**src/rtl/pc_sequencer_pkg.sv**
```systemverilog
// Shared definitions for the PC sequencer and the decode units:
// RV32 opcode constants, sequencer state encoding, next-PC bundle, helpers.
package pc_sequencer_pkg;

    localparam logic [6:0] OP_OP     = 7'h33;
    localparam logic [6:0] OP_IMM    = 7'h13;
    localparam logic [6:0] OP_LOAD   = 7'h03;
    localparam logic [6:0] OP_STORE  = 7'h23;
    localparam logic [6:0] OP_LUI    = 7'h37;
    localparam logic [6:0] OP_AUIPC  = 7'h17;
    localparam logic [6:0] OP_BRANCH = 7'h63;
    localparam logic [6:0] OP_JAL    = 7'h6F;
    localparam logic [6:0] OP_JALR   = 7'h67;

    localparam logic [31:0] PC_STEP = 32'd4;

    typedef enum logic [2:0] {
        ST_FETCH,
        ST_DECODE,
        ST_EXEC,
        ST_WB,
        ST_TRAP
    } state_t;

    // Result of the EXEC-stage next-PC evaluation.
    typedef struct packed {
        logic [31:0] next_pc;
        logic        illegal;
        logic        misaligned;
        logic        writes_rd;
    } next_sel_t;

    function automatic logic opcode_legal(input logic [6:0] op);
        logic ok;
        ok = 1'b0;
        case (op)
            OP_OP, OP_IMM, OP_LOAD, OP_STORE, OP_LUI,
            OP_AUIPC, OP_BRANCH, OP_JAL, OP_JALR: ok = 1'b1;
            default: ok = 1'b0;
        endcase
        return ok;
    endfunction

    // Opcodes that produce a register-file result (stores and branches do not).
    function automatic logic opcode_writes(input logic [6:0] op);
        logic wr;
        wr = 1'b0;
        case (op)
            OP_OP, OP_IMM, OP_LOAD, OP_LUI,
            OP_AUIPC, OP_JAL, OP_JALR: wr = 1'b1;
            default: wr = 1'b0;
        endcase
        return wr;
    endfunction

    // Retired-instruction counter step; wraps modulo 2^32.
    function automatic logic [31:0] retired_inc(input logic [31:0] cnt);
        return cnt + 32'd1;
    endfunction

endpackage

```
**src/rtl/pc_next_sel.sv**
```systemverilog
// Combinational next-PC selection and legality check for the EXEC stage.
// Ports: opcode/rd fields of IR, current PC, datapath target, branch outcome -> next_sel_t.
module pc_next_sel
    import pc_sequencer_pkg::*;
(
    input  logic [6:0]  opcode,
    input  logic [4:0]  rd,
    input  logic [31:0] pc,
    input  logic [31:0] pcbr,
    input  logic        br_taken,
    output next_sel_t   sel
);

    logic [31:0] pc_inc;
    logic [31:0] target;

    always_comb begin
        pc_inc = pc + PC_STEP;
        target = pc_inc;
        unique case (1'b1)
            (opcode == OP_JAL),
            (opcode == OP_JALR):   target = pcbr;
            (opcode == OP_BRANCH): target = br_taken ? pcbr : pc_inc;
            default:               target = pc_inc;
        endcase
    end

    always_comb begin
        sel            = '0;
        sel.next_pc    = target;
        sel.illegal    = !opcode_legal(opcode);
        sel.misaligned = (target[1:0] != 2'b00);
        sel.writes_rd  = opcode_writes(opcode) && (rd != 5'd0);
    end

endmodule

```
**src/rtl/pc_sequencer.sv**
```systemverilog
// Multi-cycle fetch/decode/exec/writeback sequencer with sticky trap.
// Ports: iCLK/iRST, IMEM req/addr/ack/data, oIR/oPC, iPCBR/iBR_TAKEN, oRF_WE, oTRAP, oRETIRED.
module pc_sequencer
    import pc_sequencer_pkg::*;
#(
    parameter logic [31:0] RESET_PC = 32'h0000_0000
) (
    input  logic        iCLK,
    input  logic        iRST,
    output logic        oIMEM_REQ,
    output logic [31:0] oIMEM_ADDR,
    input  logic        iIMEM_ACK,
    input  logic [31:0] iIMEM_DATA,
    output logic [31:0] oIR,
    output logic [31:0] oPC,
    input  logic [31:0] iPCBR,
    input  logic        iBR_TAKEN,
    output logic        oRF_WE,
    output logic        oTRAP,
    output logic [31:0] oRETIRED
);

    state_t      state_q;
    logic [31:0] pc_q;
    logic [31:0] ir_q;
    logic [31:0] npc_q;
    logic [31:0] retired_q;
    logic        req_q;
    logic        rf_we_q;
    logic        trap_q;
    next_sel_t   sel;

    pc_next_sel u_next_sel (
        .opcode   (ir_q[6:0]),
        .rd       (ir_q[11:7]),
        .pc       (pc_q),
        .pcbr     (iPCBR),
        .br_taken (iBR_TAKEN),
        .sel      (sel)
    );

    // PC only changes in WB, so the fetch address is stable across a wait.
    always_ff @(posedge iCLK) begin
        if (iRST) begin
            state_q   <= ST_FETCH;
            pc_q      <= RESET_PC;
            ir_q      <= '0;
            npc_q     <= RESET_PC;
            retired_q <= '0;
            req_q     <= 1'b0;
            rf_we_q   <= 1'b0;
            trap_q    <= 1'b0;
        end else begin
            case (state_q)
                ST_FETCH: begin
                    req_q <= 1'b1;
                    if (iIMEM_ACK) begin
                        ir_q    <= iIMEM_DATA;
                        req_q   <= 1'b0;
                        state_q <= ST_DECODE;
                    end
                end
                ST_DECODE: begin
                    state_q <= ST_EXEC;
                end
                ST_EXEC: begin
                    npc_q <= sel.next_pc;
                    if (sel.illegal || sel.misaligned) begin
                        state_q <= ST_TRAP;
                        trap_q  <= 1'b1;
                    end else begin
                        state_q <= ST_WB;
                        rf_we_q <= sel.writes_rd;
                    end
                end
                ST_WB: begin
                    rf_we_q   <= 1'b0;
                    pc_q      <= npc_q;
                    retired_q <= retired_inc(retired_q);
                    req_q     <= 1'b1;
                    state_q   <= ST_FETCH;
                end
                ST_TRAP: begin
                    req_q   <= 1'b0;
                    rf_we_q <= 1'b0;
                    trap_q  <= 1'b1;
                end
                default: begin
                    // Unreachable encodings park in the trap state.
                    state_q <= ST_TRAP;
                    req_q   <= 1'b0;
                    rf_we_q <= 1'b0;
                    trap_q  <= 1'b1;
                end
            endcase
        end
    end

    assign oIMEM_REQ  = req_q;
    assign oIMEM_ADDR = pc_q;
    assign oPC        = pc_q;
    assign oIR        = ir_q;
    assign oRF_WE     = rf_we_q;
    assign oTRAP      = trap_q;
    assign oRETIRED   = retired_q;

endmodule

```
**config.mk**
```make
export PLATFORM = sky130hd
export DESIGN_NAME = pc_sequencer
export DESIGN_NICKNAME = d
export VERILOG_FILES = /design/src/rtl/pc_sequencer_pkg.sv /design/src/rtl/pc_next_sel.sv /design/src/rtl/pc_sequencer.sv
export SDC_FILE = /design/constraint.sdc
export NUM_CORES = 1
export LEC_CHECK = 0
export CAP_MARGIN = 15
export CORE_ASPECT_RATIO = 1.5
export CORE_MARGIN = 5
export CORE_UTILIZATION = 47
export DETAILED_ROUTE_END_ITERATION = 16
export HOLD_SLACK_MARGIN = 0.1
export PLACE_DENSITY = 0.84
export SLEW_MARGIN = 15
export SYNTH_ARGS = -nofsm -noshare
export SYNTH_HDL_FRONTEND = slang
export SYNTH_SLANG_ARGS = --single-unit
export TNS_END_PERCENT = 5
```
**constraint.sdc**
```tcl
create_clock -name iCLK -period 2.5 [get_ports iCLK]
set_input_delay 0.375 -clock iCLK [delete_from_list [all_inputs] [get_ports iCLK]]
set_output_delay 0.375 -clock iCLK [all_outputs]
set_load 0.02 [all_outputs]
```
* Word level (Yosys, flattened, before mapping)
Index checks and enable logic that the tools add are counted.
** Word-level totals
- Flip-flop bits (word level) :: 134
- Bits in latches :: 0
- Memory bits (writable) :: 0
- ROM bits :: 0
- Input bits :: 68
- Output and inout port bits :: 131
- Word-level logic and storage cells :: 58
- Memories :: 0
** Cells by class
- $add $sub $neg :: 2
- Multipliers :: 0
- Div/mod/pow operators :: 0
- Order comparisons :: 0
- Eq/ne operators :: 16
- Shifts and indexed selects :: 0
- Multiplexer cells :: 13
- Bitwise operators :: 3
- Reduce and logical (&&, ||, !) cells :: 16
** Operators by type and width (number)
- $pmux W32 S2 :: 1
- $add A32 B1 Y32 const B :: 1
- $add A32 B3 Y32 const B :: 1
- $mux W32 :: 1
- $eq A7 B6 Y1 const B :: 3
- $eq A7 B7 Y1 const B :: 3
- $pmux W3 S5 :: 1
- $eq A7 B5 Y1 const B :: 2
- $reduce_or A9 Y1 :: 1
- $reduce_and A2 Y1 :: 4
- $eq A7 B2 Y1 const B :: 1
- $reduce_or A7 Y1 :: 1
- $eq A3 B2 Y1 const B :: 2
- $mux W3 :: 2
- $ne A2 B2 Y1 const B :: 3
- $reduce_or A2 Y1 :: 3
- $mux W1 :: 5
- $reduce_bool A5 Y1 :: 1
- $pmux W1 S2 :: 2
- $eq A3 B1 Y1 const B :: 1
- $eq A3 B3 Y1 const B :: 1
- $logic_not A3 Y1 :: 1
- $not A1 Y1 :: 3
- $pmux W1 S3 :: 1
- 5 further kinds :: 5

* Longest topological paths before layout
- Word-level depth :: 7
- Depth in mapped cells :: 8
- Mapped depth without buffers :: 6

* Modules after synthesis
From an unflattened synthesis, not the netlist that was laid out.
** Unflattened totals
- Cell total of the unflattened synthesis :: 837
- Area, all modules :: 6298.5 µm²
** Modules (own cells, without submodules)
- pc_sequencer :: times used 1, cells each 660, area each 5267.6 µm², sequential area each 2682.6 µm²
- pc_next_sel :: times used 1, cells each 177, area each 1031.0 µm², sequential area each 0.0 µm²

* Worst setup path before layout
No wires, ideal clock.
- Path type :: register -> register
- Start :: register pc_q[2] (netlist: oIMEM_ADDR[2])
- End :: register npc_q[20]
- Setup time :: 74 ps
- Arrival :: 1924 ps
- Required time :: 2426 ps
- Setup slack :: 502 ps
- Cell stages (with the launch flop) :: 7
- Buffers on the path :: 0
- Period minus slack after synthesis :: 1998 ps
- Cell sequence :: dfxtp_1 -> ha_1 -> nand4_1 -> nor4_4 -> a2111oi_1 -> or3_1 -> a31oi_1
** On the way
- Cells in the longest elaborated chain, start to end :: 3
** Ends and longest elaborated chain
- start: declaration :: RTL line pc_sequencer.sv:24 : logic [31:0] pc_q;
- start signal: assignment :: RTL line pc_sequencer.sv:78 : pc_q <= npc_q;
- $add A32 B3 Y32 * :: RTL line pc_next_sel.sv:18 : pc_inc = pc + PC_STEP;
- $mux W32 :: RTL line pc_next_sel.sv:23 : (opcode == OP_BRANCH): target = br_taken ? pcbr : pc_inc;
- $pmux W32 S2 * :: RTL line pc_next_sel.sv:20 : unique case (1'b1)
- end signal: assignment :: RTL line pc_sequencer.sv:67 : npc_q <= sel.next_pc;
- end: declaration :: RTL line pc_sequencer.sv:26 : logic [31:0] npc_q;
Every way passes the cells marked *; elsewhere a longest branch is shown, timed or not.
A chain may end at the register's enable or synchronous reset.

* Final worst setup path
Same ends and word-level chain as after synthesis.

==> results.sh <==
export IMPL_ys_top_cells_by_area="dfxtp_1, nand2_1, a21oi_1"
export IMPL_maxCapViolations=0
export IMPL_tightest_slew_ps=558.6
export IMPL_grt_max_degree=54
export IMPL_gr_usage_all_layers=0.2169
export IMPL_fin_tns_setup_ps=0
export IMPL_fillers=1063
export IMPL_syn_area_sq_um=6198
export IMPL_slew_headroom=0.6276
export IMPL_nets=1010
export IMPL_die_w_um=103.8
export IMPL_wl_per_cell_um=16.04
export IMPL_multi_input_area_sq_um=3063
export IMPL_ys_warn_count=0
export IMPL_cp_start_kind="flop"
export IMPL_core_area_sq_um=12950
export IMPL_drtPass1Iterations=5
export IMPL_grt_pass1_vias=5714
export IMPL_worstSkewPairLatency_ps=410
export IMPL_syn_nets=850
export IMPL_wirelength_um=17840
export IMPL_area_growth_pct=40.47
export IMPL_arrival_ps=2500
export IMPL_cts_buffers=17
export IMPL_ant_nets=0
export IMPL_antennaDiodeCount=0
export IMPL_syn_inst=780
export IMPL_critPathSlowestCell="nor4_4"
export IMPL_p_per_area_nw_per_um2=580.3
export IMPL_rows=51
export IMPL_via_per_inst=5.424
export IMPL_grt_pass1_wl_um=28010
export IMPL_seq_area_frac_synth=0.4328
export IMPL_ios=199
export IMPL_clk_pin_slew_ps=60
export IMPL_synth_top_area_frac=0.4328
export IMPL_postCtsHoldBufs=0
export IMPL_tritoncts="built"
export IMPL_p_leak_nw=3.007
export IMPL_max_stage_delay_ps=500
export IMPL_critical_path_cell_chain="ha_1 -> nand4_1 -> nor4_4 -> a2111oi_1 -> or3_1 -> a31oi_1"
export IMPL_hold_viol_final=0
export IMPL_utilization=0.6722
export IMPL_die_height_um=150.7
export IMPL_slew_viol_final=0
export IMPL_run_status="complete, no violations"
export IMPL_clock_skew_ps=8.582
export IMPL_regArea_sq_um=2683
export IMPL_h_tree_depth=4
export IMPL_gp_congestion=0.8327
export IMPL_syn_avg_cell_area_sq_um=7.947
export IMPL_dr_total_vias=6032
export IMPL_overflow=0
export IMPL_ys_ff_latch=134
export IMPL_max_freq_mhz=461.3
export IMPL_fp_dieArea_sq_um=15630
export IMPL_clk_path_buf_depth=2
export IMPL_final_min_clock_period_ps=2168
export IMPL_io_buffers=198
export IMPL_drive_above_1_share=0.07345
export IMPL_first_iter_violations=317
export IMPL_post_route_period_util=0.8670
export IMPL_cp_end_kind="flop"
export IMPL_synth_cell_types=51
export IMPL_initial_core_util=0.4785
export IMPL_setup_violations=0
export IMPL_hold_class="in -> reg"
export IMPL_yosysTopAreaCell="dfxtp_1"
export IMPL_drc=0
export IMPL_cts_root_buf="clkbuf_16"
export IMPL_ir_worst_vdd_mv=0.3721
export IMPL_critPathMaxFanout=8
export IMPL_clock_sinks=134
export IMPL_crit_type="reg -> reg"
export IMPL_antenna_found_initial=0
export IMPL_postCtsSetupRepairBufs=0
export IMPL_rsz0062_at_grt="false"
export IMPL_cts_resized=0
export IMPL_crit_required_ps=2830
export IMPL_detailed_place_hpwl_um=12730
critical path, delay by kind of cell (launching register included):
kind	cells	cell delay, ps
AOI/OAI and AO/OA	2	290
adders and majority gates	1	260
DFF	1	450
and+or+nand+nor	3	1080
where the power goes:
group	internal [W]	switching [W]
Sequential	0.00218	0.0000383
Combinational	0.000219	0.000222
Clock	0.00139	0.00100
cell families (layout without fill, tap and decap cells):
family,after synthesis,count (layout),share of synthesized area
adder cells (fa/ha/maj),2,2,0.004036
AO/OA/AOI/OAI,156,156,0.1431
flip-flops,134,134,0.4328
buffers and inverters,91,264,0.07489
XOR/XNOR,53,53,0.07489
AND/OR/NAND/NOR,344,344,0.2703
final timing paths:
path,startpoint,end,slack [ps],depth (start not counted)
min,iRST,oRETIRED[14],360,2
max,oIMEM_ADDR[2],npc_q[20],330,6
max reg2reg,oIMEM_ADDR[2],npc_q[20],330,6
min reg2reg,npc_q[5],oIMEM_ADDR[5],450,2
cells in the final DEF (no fill, tap or decap), drive strengths merged, types with 15 or more instances in the layout:
master         count
nand3             17
nor3              24
a21oi             93
o21ai             26
inv               17
nand2            167
and3              15
clkbuf            17
dfxtp            134
xor2              26
nand4             18
buf               24
nor2              50
xnor2             27
clkdlybuf4s50    197
synth_stat cells (all sizes together):
| cell | count |
|---|---|
| xnor2 | 27 |
| nand3b | 8 |
| ha | 2 |
| o22ai | 10 |
| nand4b | 1 |
| nand3 | 17 |
| nand2 | 167 |
| nor2 | 50 |
| o21a | 1 |
| a2111oi | 2 |
| inv | 11 |
| or3 | 11 |
| and2 | 5 |
| nor3 | 24 |
| nand2b | 1 |
| a21oi | 93 |
| a211o | 4 |
| o21bai | 2 |
| or3b | 1 |
| nand4 | 18 |
| o211ai | 2 |
| a31oi | 5 |
| and3b | 3 |
| o2111ai | 1 |
| a311oi | 3 |
| o32ai | 1 |
| nor2b | 3 |
| buf | 37 |
| a22oi | 1 |
| nor4 | 6 |
| or4 | 2 |
| xor2 | 26 |
| and3 | 15 |
| a211oi | 3 |
| and4 | 12 |
| o2111a | 1 |
| dfxtp | 134 |
| o21ai | 26 |
| o221a | 1 |
| clkbuf | 43 |
state kept, by name, summed over array words and instances (netlist names):
register,count
oRETIRED,32
npc_q,32
oIMEM_REQ,1
oRF_WE,1
oTRAP,1
oIMEM_ADDR,32
oIR,32
state_q,3
per-stage QoR:
stage / cells / instance area [sq um] / hold WS [ps] / total power [W] / worst slack [ps]
after floorplan: 780 / 6198 / 428.8 / 0.002469 / 502.0
final: 1112 / 8707 / 359.7 / 0.005052 / 332.4
after global routing: 1112 / 8707 / 360.9 / 0.005218 / 149.3
after CTS: 1112 / 8707 / 343.4 / 0.005090 / 343.3
after detailed placement: 1080 / 8138 / 444.2 / 0.002710 / 313.2
after global placement: 1080 / 8138 / 436.6 / 0.002707 / 398.3
routing by layer:
metal,vias to the layer above,share of wire,global-route usage
li1,2968,-,-
met1,2813,0.39,0.2450
met2,207,0.51,0.3841
met3,44,0.059,0.04976
met4,0,0.032,0.1056
met5,-,0,0
cell type report:
| class | instances | area share |
|---|---|---|
| multi-input combinational | 555 | 0.3518 |
| tap | 159 | 0.02285 |
| timing repair buffer | 221 | 0.2472 |
| clock inverter | 15 | 0.01653 |
| sequential | 134 | 0.3081 |
| clock buffer | 17 | 0.04886 |
| inverter | 11 | 0.004742 |
Power figures use the tool's default switching activity.
